$ cat src/rtl/spi_master_pkg.sv
// Shared types and constants for the SPI master controller.
package spi_master_pkg;

   // Frame phases: IDLE -> START -> SEND -> [WAIT] -> [RECV] -> END -> IDLE
   typedef enum logic [2:0] {
      ST_IDLE  = 3'd0,
      ST_START = 3'd1,
      ST_SEND  = 3'd2,
      ST_WAIT  = 3'd3,
      ST_RECV  = 3'd4,
      ST_END   = 3'd5
   } spi_mst_state_t;

   // Command opcodes carried in req_data[9:8]
   localparam logic [1:0] OP_WR_ADDR = 2'b00;
   localparam logic [1:0] OP_WR_DATA = 2'b01;
   localparam logic [1:0] OP_RD_ADDR = 2'b10;
   localparam logic [1:0] OP_RD_DATA = 2'b11;

   // Select bit plus the 10-bit command go out on MOSI; 8 bits come back on MISO
   localparam int SEND_BITS = 11;
   localparam int RECV_BITS = 8;

endpackage

$ cat src/rtl/spi_mst_shreg.sv
// Transmit and receive shift registers for the SPI master.
// The tx register holds {select bit, command} and shifts out MSB first;
// the rx register collects MISO so the first sample ends up in the MSB.
module spi_mst_shreg #(
   parameter int CMD_W  = 10,
   parameter int DATA_W = 8
) (
   input  logic              clk,
   input  logic              rst,
   input  logic              load_i,
   input  logic [CMD_W-1:0]  cmd_i,
   input  logic              tx_shift_i,
   input  logic              rx_shift_i,
   input  logic              miso_i,
   output logic              tx_bit_o,
   output logic [DATA_W-1:0] rx_next_o
);

   localparam int TX_W = CMD_W + 1;

   logic [TX_W-1:0]   tx_q, tx_d;
   // Only DATA_W-1 bits are stored: the last sample is taken straight from MISO
   logic [DATA_W-2:0] rx_q, rx_d;

   assign tx_bit_o  = tx_q[TX_W-1];
   assign rx_next_o = {rx_q, miso_i};

   // Next-state for both shift registers; load has priority over shift
   always_comb begin
      tx_d = tx_q;
      rx_d = rx_q;
      if (load_i) begin
         tx_d = {cmd_i[CMD_W-1], cmd_i};
      end else if (tx_shift_i) begin
         tx_d = {tx_q[TX_W-2:0], 1'b0};
      end
      if (rx_shift_i) begin
         rx_d = rx_next_o[DATA_W-2:0];
      end
   end

   // Shift register state, cleared by synchronous reset
   always_ff @(posedge clk) begin
      if (rst) begin
         tx_q <= '0;
         rx_q <= '0;
      end else begin
         tx_q <= tx_d;
         rx_q <= rx_d;
      end
   end

endmodule

$ cat src/rtl/spi_master_ctrl.sv
// SPI master controller: accepts 10-bit commands, serialises them on MOSI
// under SS_n (shared system clock, no SCLK), and for read-data commands
// captures 8 MISO bits after a fixed slave turnaround.
//
// Request handshake: a command transfers on a rising edge where both
// req_valid and req_ready are high. req_ready is high only in IDLE and
// never during rst; the producer holds req_valid/req_data until accepted.
module spi_master_ctrl
   import spi_master_pkg::*;
#(
   parameter int CMD_W   = 10,
   parameter int DATA_W  = 8,
   parameter int RD_WAIT = 2
) (
   input  logic              clk,
   input  logic              rst,
   input  logic              req_valid,
   output logic              req_ready,
   input  logic [CMD_W-1:0]  req_data,
   output logic              resp_valid,
   output logic [DATA_W-1:0] resp_data,
   output logic              busy,
   output logic              SS_n,
   output logic              MOSI,
   input  logic              MISO
);

   localparam logic [3:0] SEND_LAST = 4'(SEND_BITS - 1);
   localparam logic [3:0] RECV_LAST = 4'(RECV_BITS - 1);
   localparam logic [3:0] WAIT_LAST = 4'(RD_WAIT - 1);

   spi_mst_state_t    state_q, state_d;
   logic [3:0]        bit_cnt_q, bit_cnt_d;
   logic [3:0]        wait_cnt_q, wait_cnt_d;
   logic              rd_frame_q, rd_frame_d;
   logic [DATA_W-1:0] resp_data_q, resp_data_d;

   logic              accept;
   logic              sr_load;
   logic              sr_tx_shift;
   logic              sr_rx_shift;
   logic              sr_tx_bit;
   logic [DATA_W-1:0] sr_rx_next;

   assign busy      = (state_q != ST_IDLE);
   assign req_ready = !busy && !rst;
   assign accept    = req_valid && req_ready;
   assign resp_data = resp_data_q;

   spi_mst_shreg #(
      .CMD_W  (CMD_W),
      .DATA_W (DATA_W)
   ) u_shreg (
      .clk        (clk),
      .rst        (rst),
      .load_i     (sr_load),
      .cmd_i      (req_data),
      .tx_shift_i (sr_tx_shift),
      .rx_shift_i (sr_rx_shift),
      .miso_i     (MISO),
      .tx_bit_o   (sr_tx_bit),
      .rx_next_o  (sr_rx_next)
   );

   // Next-state, counter and output decode for the frame sequencer
   always_comb begin
      state_d     = state_q;
      bit_cnt_d   = bit_cnt_q;
      wait_cnt_d  = wait_cnt_q;
      rd_frame_d  = rd_frame_q;
      resp_data_d = resp_data_q;
      sr_load     = 1'b0;
      sr_tx_shift = 1'b0;
      sr_rx_shift = 1'b0;
      SS_n        = 1'b1;
      MOSI        = 1'b0;
      resp_valid  = 1'b0;

      case (state_q)
         ST_IDLE: begin
            if (accept) begin
               sr_load    = 1'b1;
               rd_frame_d = (req_data[CMD_W-1 -: 2] == OP_RD_DATA);
               bit_cnt_d  = '0;
               wait_cnt_d = '0;
               state_d    = ST_START;
            end
         end
         ST_START: begin
            SS_n    = 1'b0;
            state_d = ST_SEND;
         end
         ST_SEND: begin
            SS_n        = 1'b0;
            MOSI        = sr_tx_bit;
            sr_tx_shift = 1'b1;
            if (bit_cnt_q == SEND_LAST) begin
               bit_cnt_d = '0;
               if (!rd_frame_q) begin
                  state_d = ST_END;
               end else if (RD_WAIT == 0) begin
                  state_d = ST_RECV;
               end else begin
                  state_d = ST_WAIT;
               end
            end else begin
               bit_cnt_d = bit_cnt_q + 4'd1;
            end
         end
         ST_WAIT: begin
            SS_n = 1'b0;
            if (wait_cnt_q == WAIT_LAST) begin
               wait_cnt_d = '0;
               state_d    = ST_RECV;
            end else begin
               wait_cnt_d = wait_cnt_q + 4'd1;
            end
         end
         ST_RECV: begin
            SS_n        = 1'b0;
            sr_rx_shift = 1'b1;
            if (bit_cnt_q == RECV_LAST) begin
               bit_cnt_d   = '0;
               resp_data_d = sr_rx_next;
               state_d     = ST_END;
            end else begin
               bit_cnt_d = bit_cnt_q + 4'd1;
            end
         end
         ST_END: begin
            resp_valid = rd_frame_q;
            state_d    = ST_IDLE;
         end
         default: begin
            state_d = ST_IDLE;
         end
      endcase

      // While reset is held the bus looks idle regardless of the old state
      if (rst) begin
         SS_n       = 1'b1;
         MOSI       = 1'b0;
         resp_valid = 1'b0;
      end
   end

   // Sequencer state, counters and the held response byte
   always_ff @(posedge clk) begin
      if (rst) begin
         state_q     <= ST_IDLE;
         bit_cnt_q   <= '0;
         wait_cnt_q  <= '0;
         rd_frame_q  <= 1'b0;
         resp_data_q <= '0;
      end else begin
         state_q     <= state_d;
         bit_cnt_q   <= bit_cnt_d;
         wait_cnt_q  <= wait_cnt_d;
         rd_frame_q  <= rd_frame_d;
         resp_data_q <= resp_data_d;
      end
   end

endmodule

$ cat config.mk
export PLATFORM = sky130hd
export DESIGN_NAME = spi_master_ctrl
export DESIGN_NICKNAME = d
export VERILOG_FILES = /design/src/rtl/spi_master_pkg.sv /design/src/rtl/spi_mst_shreg.sv /design/src/rtl/spi_master_ctrl.sv
export SDC_FILE = /design/constraint.sdc
export NUM_CORES = 1
export LEC_CHECK = 0
export ABC_AREA = 1
export CAP_MARGIN = 40
export CORE_ASPECT_RATIO = 1.25
export CORE_MARGIN = 10
export CORE_UTILIZATION = 62
export DETAILED_ROUTE_END_ITERATION = 6
export DONT_BUFFER_PORTS = 1
export GPL_ROUTABILITY_DRIVEN = 0
export PLACE_DENSITY_LB_ADDON = 0.25
export SYNTH_ARGS = -nofsm -noshare
export SYNTH_HDL_FRONTEND = slang
export SYNTH_HIERARCHICAL = 1
export SYNTH_SLANG_ARGS = --single-unit
$ cat constraint.sdc
create_clock -name clk -period 1.7 [get_ports clk]
set_clock_uncertainty 0.2 [all_clocks]
set_input_delay 0.17 -clock clk [delete_from_list [all_inputs] [get_ports clk]]
set_output_delay 0.17 -clock clk [all_outputs]
set_load 0.01 [all_outputs]
==> flow_metrics.env, run 1 <==
export IMPL_postLayoutCellArea_um2=2230
export IMPL_tns_ps=0
export IMPL_criticalPathCategory="flip-flop to flip-flop"
export IMPL_vias_per_cell=5.28
export IMPL_rsz0062_at_grt="true"
export IMPL_dp_cells=296
export IMPL_cts_root_buf="clkbuf_4"
export IMPL_hold_buffers=13
export IMPL_yosysTopAreaCell="dfxtp_1"
export IMPL_dpl_hpwl_um=2800
export IMPL_ys_seq_area_share_pct=41.9
export IMPL_drtPass1Iterations=4
export IMPL_routed_wl_um=4360
export IMPL_slew_limit_headroom_pct=77.9
export IMPL_clock_path_buffers=2
export IMPL_cts_tree="yes"
export IMPL_antenna_found_initial=0
export IMPL_drt_iter0_drc=124
export IMPL_fp_coreArea_um2=2730
export IMPL_async_flop_share_pct=0
export IMPL_post_synth_top_count_cell="nand2_1"
export IMPL_hp_start="rst"
export IMPL_violations="negative hold slack"
export IMPL_cp_max_fo=4
export IMPL_timing_fmax_mhz=604
export IMPL_yosysWarningCount=6
export IMPL_drv_cap=0
export IMPL_cts_made_buffers=5
export IMPL_ys_seq_elements=38
export IMPL_synth_area_per_cell_um2=7.04
export IMPL_drive_gt1_share_pct=23.1
export IMPL_n_antenna_cell=0
export IMPL_row_count=21
export IMPL_placed_area_um2=1890
export IMPL_post_route_util_pct=81.5
export IMPL_io_pins=27
export IMPL_tightest_slew_ps=330
export IMPL_grt_pass1_vias=1606
export IMPL_cp_arrival_ps=1700
export IMPL_htreeDepth=2
export IMPL_max_vdd_ir_drop_mv=0.984
export IMPL_crit_required_ps=1740
export IMPL_r2r_start="bit_cnt_q[0]$_SDFFE_PP0P_"
export IMPL_hold_violations=11
export IMPL_syn_inst=258
export IMPL_synth_cell_area_um2=1820
export IMPL_area_growth_pct=22.7
export IMPL_start_util_pct=66.4
export IMPL_finalCritPeriodShare_pct=97.4
export IMPL_post_drt_wl_per_cell_um=13.4
export IMPL_synth_edff_count=0
export IMPL_ant_nets=0
export IMPL_cts_sinks=38
export IMPL_netlist_top_cells_area="dfxtp_1 (42%), nand2_1 (12%), nor2_1 (8.1%)"
export IMPL_power_per_cell_area_nw_per_um2=1470
export IMPL_finalNonFillerCells=324
export IMPL_synth_top_area_share_pct=41.9
export IMPL_clk_latency_ps=350
export IMPL_power_mw=3.27
export IMPL_synth_common_cells="nand2_1 (58), nor2_1 (39), dfxtp_1 (38)"
export IMPL_die_h_um=80.5
export IMPL_clk_pin_slew_ps=110
export IMPL_synth_cell_types=26
export IMPL_vias=1710
export IMPL_cp_start_kind="flip-flop"
export IMPL_syn_nets=276
export IMPL_holdWs_ps=-325
export IMPL_numPortBuffers=0
export IMPL_grt_max_degree=14
export IMPL_synth_main_ff_cell="dfxtp_1"
export IMPL_slew_viol_final=0
export IMPL_die_w_um=68.4
export IMPL_track_usage_pct=16.2
export IMPL_hold_end="wait_cnt_q[2]$_SDFFE_PP0P_"
export IMPL_grt_pass1_wl_um=6880
export IMPL_holdPathStages=1
export IMPL_r2r_slack_ps=40
export IMPL_setup_ws_ps=44.5
export IMPL_r2r_end="state_q[1]$_SDFFE_PP0P_"
export IMPL_end_kind="flip-flop"
export IMPL_drc=0
export IMPL_p_leak_nw=1.04
export IMPL_setup_viol=0
export IMPL_dieArea_um2=5510
export IMPL_nets=307
export IMPL_ff2ff_path_depth=9
export IMPL_post_place_ws_ps=75.1
export IMPL_overflow=0
export IMPL_status="finished with violations"
export IMPL_min_path_type="primary input to flip-flop"
export IMPL_fin_crit_ps=1660
[worst max-delay path: stages (launching register included)]
cell and delay [ps]:
dfxtp_2 360, inv_1 90, ha_1 170, nand2_1 100, nor2_4 130, nor2_2 70, nor2_2 150, nand2_1 100
nor2_1 140, nor2_2 50
[cells by family (layout without fill, tap and decap cells)]
group	after synthesis	in the layout	synth area share, %
adder cells (fa/ha/maj)	4	4	2.76
AO/OA/AOI/OAI	36	36	11.3
XOR/XNOR	2	2	0.965
flip-flops	38	38	41.9
buffers and inverters	40	72	9.44
AND/OR/NAND/NOR	138	138	33.6
[layer usage]
metal	global-route usage (%)	share of wire [%]
met1	17.2	40
met2	26.9	51
met3	6.81	6.6
met4	7.06	2.6
met5	0	0
[layout make-up]
cell class              count  area [µm²]
flip-flops and latches     38         771
repair buffers             31         269
fillers                   178         505
clock inverters             3        40.0
well taps                  34        42.5
multi-input cells         180         933
inverters                  33         134
clock buffers               5        37.5
[what timing repair did]
| item | in CTS | in global routing |
|---|---|---|
| gates resized for setup | 6 | 18 |
| pin swaps | 0 | 5 |
| hold endpoints to repair | 25 | 10 |
| setup endpoints to repair | 2 | 24 |
| setup buffers | 0 | 8 |
[worst max path at each step]
stage | from | endpoint | slack [ps]
global placement | state_q[1]$_SDFFE_PP0P_ | u_shreg/tx_q[4]$_SDFFE_PP0P_ | 120
finish | bit_cnt_q[0]$_SDFFE_PP0P_ | state_q[1]$_SDFFE_PP0P_ | 40
global route | bit_cnt_q[0]$_SDFFE_PP0P_ | state_q[1]$_SDFFE_PP0P_ | -100
floorplan | state_q[1]$_SDFFE_PP0P_ | u_shreg/tx_q[1]$_SDFFE_PP0P_ | 90
CTS | state_q[1]$_SDFFE_PP0P_ | resp_valid | 8
detailed placement | state_q[1]$_SDFFE_PP0P_ | u_shreg/tx_q[2]$_SDFFE_PP0P_ | 80
[registers in the layout (all words and copies together), names as in the netlist]
signal,count
wait_cnt_q,4
rd_frame_q,1
u_shreg/rx_q,7
resp_data,8
bit_cnt_q,4
u_shreg/tx_q,11
state_q,3
[cell usage in the layout (no fill, tap or decap), drive strengths merged]
cell type and count:
dlygate4sd3 13, nor2 47, ha 4, dfxtp 38, nand2 64, nor4 1, o21a 1, or2 1
buf 18, clkbuf 5, a31o 1, clkinv 3, nand3 24, xor2 2, a21oi 13, o21ai 21
inv 32, bufinv 1, nand4 1
[power by group]
part | internal [mW] | total (mW) | switching [mW]
Combinational | 0.580 | 1.49 | 0.912
Sequential | 1.05 | 1.17 | 0.122
Clock | 0.305 | 0.604 | 0.300
Note: power is estimated with default switching activity, not from simulation.
==> run 2, diff against run 1 <==
- SLEW_MARGIN: not set -> 20
==> results of run 2 <==
The final DEF is identical to that of run 1; final timing and power are the same.
==> run 3, diff against run 2 <==
- CORE_UTILIZATION: 62 -> 53
- DONT_BUFFER_PORTS: 1 -> not set
==> run 3 against run 2 <==
  * The flow now finishes without violations
  * Fmax grew 3.1%
  * Setup slack improved by 49 ps
  * First-iteration DRC count fell by 27%
==> flow_metrics.env, run 3 (synthesized netlist as in run 1, its figures left out) <==
export IMPL_drv_cap=0
export IMPL_cts_made_buffers=5
export IMPL_cts_tree="yes"
export IMPL_cp_arrival_ps=1600
export IMPL_finalCritPeriodShare_pct=94.5
export IMPL_drive_gt1_share_pct=22.3
export IMPL_tns_ps=0
export IMPL_max_vdd_ir_drop_mv=1.22
export IMPL_die_h_um=85.4
export IMPL_dpl_hpwl_um=2900
export IMPL_slew_viol_final=0
export IMPL_clock_path_buffers=2
export IMPL_min_path_type="primary input to flip-flop"
export IMPL_cp_num_buf_inv=6
export IMPL_cp_max_fo=4
export IMPL_final_common_cell="nand2_1"
export IMPL_numPortBuffers=26
export IMPL_dieArea_um2=6180
export IMPL_post_place_ws_ps=-222
export IMPL_p_leak_nw=1.09
export IMPL_setup_viol=0
export IMPL_grt_max_degree=17
export IMPL_post_route_util_pct=72.9
export IMPL_nFillCells=268
export IMPL_htreeDepth=2
export IMPL_critPathTopFamily="buffers and inverters"
export IMPL_die_w_um=72.4
export IMPL_slew_limit_headroom_pct=71.1
export IMPL_area_growth_pct=30.6
export IMPL_row_count=23
export IMPL_drt_iter0_drc=91
export IMPL_drtPass1Iterations=4
export IMPL_fin_crit_ps=1610
export IMPL_grt_pass1_wl_um=6740
export IMPL_cts_root_buf="clkbuf_8"
export IMPL_power_per_cell_area_nw_per_um2=1500
export IMPL_routed_wl_um=3900
export IMPL_start_util_pct=55.8
export IMPL_layout_common_cells="nand2_1 (57), nor2_1 (37), dfxtp_1 (32)"
export IMPL_cp_start_kind="flip-flop"
export IMPL_io_pins=27
export IMPL_tightest_slew_ps=432
export IMPL_cpPeakStageDelay_ps=390
export IMPL_timing_fmax_mhz=623
export IMPL_overflow=0
export IMPL_grt_pass1_vias=1585
export IMPL_antenna_found_initial=0
export IMPL_fp_coreArea_um2=3250
export IMPL_n_antenna_cell=0
export IMPL_criticalPathCategory="flip-flop to flip-flop"
export IMPL_top_register="u_shreg/tx_q"
export IMPL_nets=317
export IMPL_status="complete, no violations"
export IMPL_crit_required_ps=1700
export IMPL_hold_violations=0
export IMPL_cp_slowest_cell="dfxtp_4"
export IMPL_setup_ws_ps=93.6
export IMPL_post_drt_wl_per_cell_um=11.6
export IMPL_crit_chain="inv_4 > buf_12 > nand2_4 > nor2_4 > nand2_4 > inv_4 > buf_4 > buf_4 > nand2_1 > nand3_1 > nand2_1 > inv_1"
export IMPL_dp_cells=328
export IMPL_clk_pin_slew_ps=80
export IMPL_end_kind="flip-flop"
export IMPL_clk_latency_ps=290
export IMPL_rsz0062_at_grt="false"
export IMPL_power_mw=3.57
export IMPL_cts_sinks=38
export IMPL_drc=0
export IMPL_track_usage_pct=13.3
export IMPL_vias=1647
export IMPL_finalNonFillerCells=337
export IMPL_vias_per_cell=4.89
export IMPL_largest_reg_flops=11
export IMPL_ant_nets=0
run 3: through the flow:
step	cell area (µm²)	hold WS [ps]
CTS	2340	243
detailed placement	2200	256
finish	2370	249
global placement	2200	254
global route	2370	292
floorplan	1820	32.4
run 3: layout make-up:
| type | instances | area [µm²] | share of cell area, % |
|---|---|---|---|
| clock buffers | 5 | 68.8 | 2.90 |
| clock inverters | 3 | 68.8 | 2.90 |
| inverters | 33 | 129 | 5.44 |
| multi-input cells | 180 | 907 | 38.3 |
| flip-flops and latches | 38 | 771 | 32.5 |
| well taps | 37 | 46.3 | 1.95 |
| repair buffers | 41 | 380 | 16.0 |
run 3: worst reg2reg max path, cell delays in order (launching register included):
cell and delay [ps]:
dfxtp_4 390, inv_4 50, buf_12 120, nand2_4 80, nor2_4 50, nand2_4 60
inv_4 50, buf_4 120, buf_4 130, nand2_1 60, nand3_1 80, nand2_1 80
inv_1 40
run 3: worst paths after layout:
path | start | cells past startpoint | to | slack (ps)
worst max-delay path | state_q[2]$_SDFFE_PP0P_ | 12 | u_shreg/tx_q[1]$_SDFFE_PP0P_ | 90
worst min-delay path | req_data[0] | 3 | u_shreg/tx_q[0]$_SDFFE_PP0P_ | 250
worst max register to register | state_q[2]$_SDFFE_PP0P_ | 12 | u_shreg/tx_q[1]$_SDFFE_PP0P_ | 90
worst min register to register | u_shreg/tx_q[0]$_SDFFE_PP0P_ | 2 | u_shreg/tx_q[0]$_SDFFE_PP0P_ | 270
run 3: per-layer routing:
metal	part of all wire, %	wire [µm]	global-route usage [%]	vias to the layer above
met5	0	0	0	-
met4	1.6	61	5.82	0
met3	5.1	197	4.66	4
met2	48	1880	22.3	31
met1	45	1760	14.6	722
li1	-	-	-	890
run 3: power by group:
group | internal [mW] | leakage (nW) | switching (mW)
registers | 1.05 | 0.311 | 0.126
clock network | 0.588 | 0.0683 | 0.328
logic | 0.628 | 0.714 | 0.848
total | 2.26 | 1.09 | 1.30
run 3: what timing repair did:
action | 4_1_cts | 5_1_grt
setup buffers | 0 | 1
endpoints found under the setup margin | 7 | 23
pin swaps | 0 | 1
hold buffers | 0 | 0
resized for setup | 15 | 17
==> variant: new RTL, flow settings as in run 3 <==
`CMD_W` is set to 10 in 2 places; all go to 14.
--- a/src/rtl/spi_mst_shreg.sv
+++ b/src/rtl/spi_mst_shreg.sv
@@ -2,7 +2,7 @@
 // The tx register holds {select bit, command} and shifts out MSB first;
 // the rx register collects MISO so the first sample ends up in the MSB.
 module spi_mst_shreg #(
-   parameter int CMD_W  = 10,
+   parameter int CMD_W  = 14,
    parameter int DATA_W = 8
 ) (
    input  logic              clk,
--- a/src/rtl/spi_master_ctrl.sv
+++ b/src/rtl/spi_master_ctrl.sv
@@ -8,7 +8,7 @@
 module spi_master_ctrl
    import spi_master_pkg::*;
 #(
-   parameter int CMD_W   = 10,
+   parameter int CMD_W   = 14,
    parameter int DATA_W  = 8,
    parameter int RD_WAIT = 2
 ) (
Interface: changed (resized req_data); port bits go from 27 to 31. The function was not compared with the original's and may differ.
==> variant against run 3 <==
Cell area is 13% higher; non-clock buffer count grew 13; highest routed layer unchanged; critical path depth down 6; wire length is 16% higher; setup slack got worse by 32 ps; area after synthesis is 13% higher; global-route usage up 0.98 points; total power increased by 6.4%; sequential cell count grew 4.
==> variant: results (changes against run 3) <==
* Antenna diodes at 0 (unchanged)
* Initial antenna violation count at 0 (unchanged)
* Met1 Use GR at 14.6% (-0.050 points)
* Met3 capacity usage during global routing at 4.11% (-0.55 points)
* GR Layer Usage met2 at 26.3% (+3.9 points)
* RR Startpoint: state_q[1]$_SDFFE_PP0P_
* Fraction of area in registers at 31.7% (-0.77 points)
* Clock buf/inv share at 4.07% (-1.7 points)
* P&R area growth vs syn at 30.8%
* Global-route wire length before repair at 7530 um (+12%)
* Layout cell share with drive strength beyond 1 at 22.0% (-0.34 points)
* Final worst slack at 61.4 ps (-32.3 ps)
* Arrival time worst endpoint at 1270 ps (-330 ps)
* Drt via density at 5.03 (+3.0%)
* Maximum vdd drop at 1040 uV (-15%)
* Comb pwr at 1730 uW (+17%)
* Cell class contributing the biggest share of worst-path delay: buffers and inverters
* Port Buffers at 30 (+15%)
* Top post-synthesis cells by area: dfxtp_1 41%, nand2_1 12%, nand3_1 7.6%
* Met2 WL at 2490 um (+32%)
* Clk pwr share at 20.3% (-5.4 points)
* Number of global-route vias before repair at 1772 (+12%)
* Status: complete, no violations
* #MultiIn Comb at 200 (+11%)
* Syn Nets at 311 (+13%)
* Number of fill cells in the layout at 315 (+18%)
* Worst slack, placed at -267 ps (-44.7 ps)
* Slowest CP cell: clkdlybuf4s50_1
* Worst Setup SP: rst
* Total GRT Usage at 14.3% (+0.98 points)
* CP peak stage delay at 460 ps (+70 ps)
* Multi-input gate area at 1000 um2 (+10%)
* Internal power at 2360 uW (+4.1%)
* Rel. slew slack at 85.9% (+15 points)
* Leakage power at 0.00126 uW (+15%)
* R2r worst-path depth at 11 (-1)
* Post-synth cell types at 28 (+7.7%)
* Non-clock buffer share at 19.4% (+3.3 points)
* Wire per inst at 11.9 um (+2.8%)
* Metal-1 WL at 1800 um (+2.2%)
* Post-CTS sizing at 9 (-6)
* Sequential area share after synthesis at 41.2% (-0.75 points)
* Synth Register Bits at 42 (+11%)
* Final #Nets at 362 (+14%)
* Reg2Reg Setup Slack at 70 ps (-20 ps)
* WL met3 at 207 um (+5.1%)
* Non-clock inverter total of the final layout at 37 (+12%)
* Max reg flops at 15 (+4)
* Initial drt markers at 254 (+180%)
* Hold Crit Class: in2reg
* Critical Path Sink: MOSI
* Synth cell count leaders: 66 x nand2_1, 42 x dfxtp_1, 39 x nor2_1
* HPWL Detailed at 3430 um (+18%)
* R2R Path End: u_shreg/tx_q[4]$_SDFFE_PP0P_
* Count of plain and timing-repair buffers in the layout at 54 (+32%)
[variant: changes by cell type after synthesis, sizes merged]
cell and delta:
dfxtp +4, nand3 +8, nand2 +12, buf +3, inv +4
[variant: worst min-delay path by stage]
stage                                 start                             to  slack, ps  depth (start not counted)
2_1_floorplan                           rst  u_shreg/tx_q[11]$_SDFFE_PP0P_         30                          1
3_3_place_gp   u_shreg/tx_q[0]$_SDFFE_PP0P_   u_shreg/tx_q[0]$_SDFFE_PP0P_        250                          2
3_5_place_dp   u_shreg/tx_q[0]$_SDFFE_PP0P_   u_shreg/tx_q[0]$_SDFFE_PP0P_        250                          2
4_1_cts                         req_data[0]   u_shreg/tx_q[0]$_SDFFE_PP0P_        240                          3
5_1_grt                         req_data[0]   u_shreg/tx_q[0]$_SDFFE_PP0P_        250                          3
6_report                        req_data[0]   u_shreg/tx_q[0]$_SDFFE_PP0P_        250                          3
[variant: kinds of logic after synthesis]
| logic type | synth area share [%] |
|---|---|
| xor gates and xnor gates | 0.857 |
| buffers and inverters | 10.7 |
| and+or+nand+nor | 34.8 |
| AOI/OAI and AO/OA | 10.0 |
| adders and majority gates | 2.45 |
| DFF | 41.2 |
[variant: metrics by stage]
| stage | instance area (um2) | util (%) | std cells | power (uW) | hold slack, ps |
|---|---|---|---|---|---|
| 6_report | 2670 | 71.2 | 381 | 3790 | 251 |
| 5_1_grt | 2670 | 71.2 | 381 | 4060 | 253 |
| 4_1_cts | 2620 | 69.8 | 379 | 3670 | 243 |
| 3_5_place_dp | 2510 | 66.9 | 371 | 2920 | 253 |
| 3_3_place_gp | 2510 | 66.9 | 371 | 2880 | 249 |
| 2_1_floorplan | 2050 | - | 289 | 2400 | 32.4 |
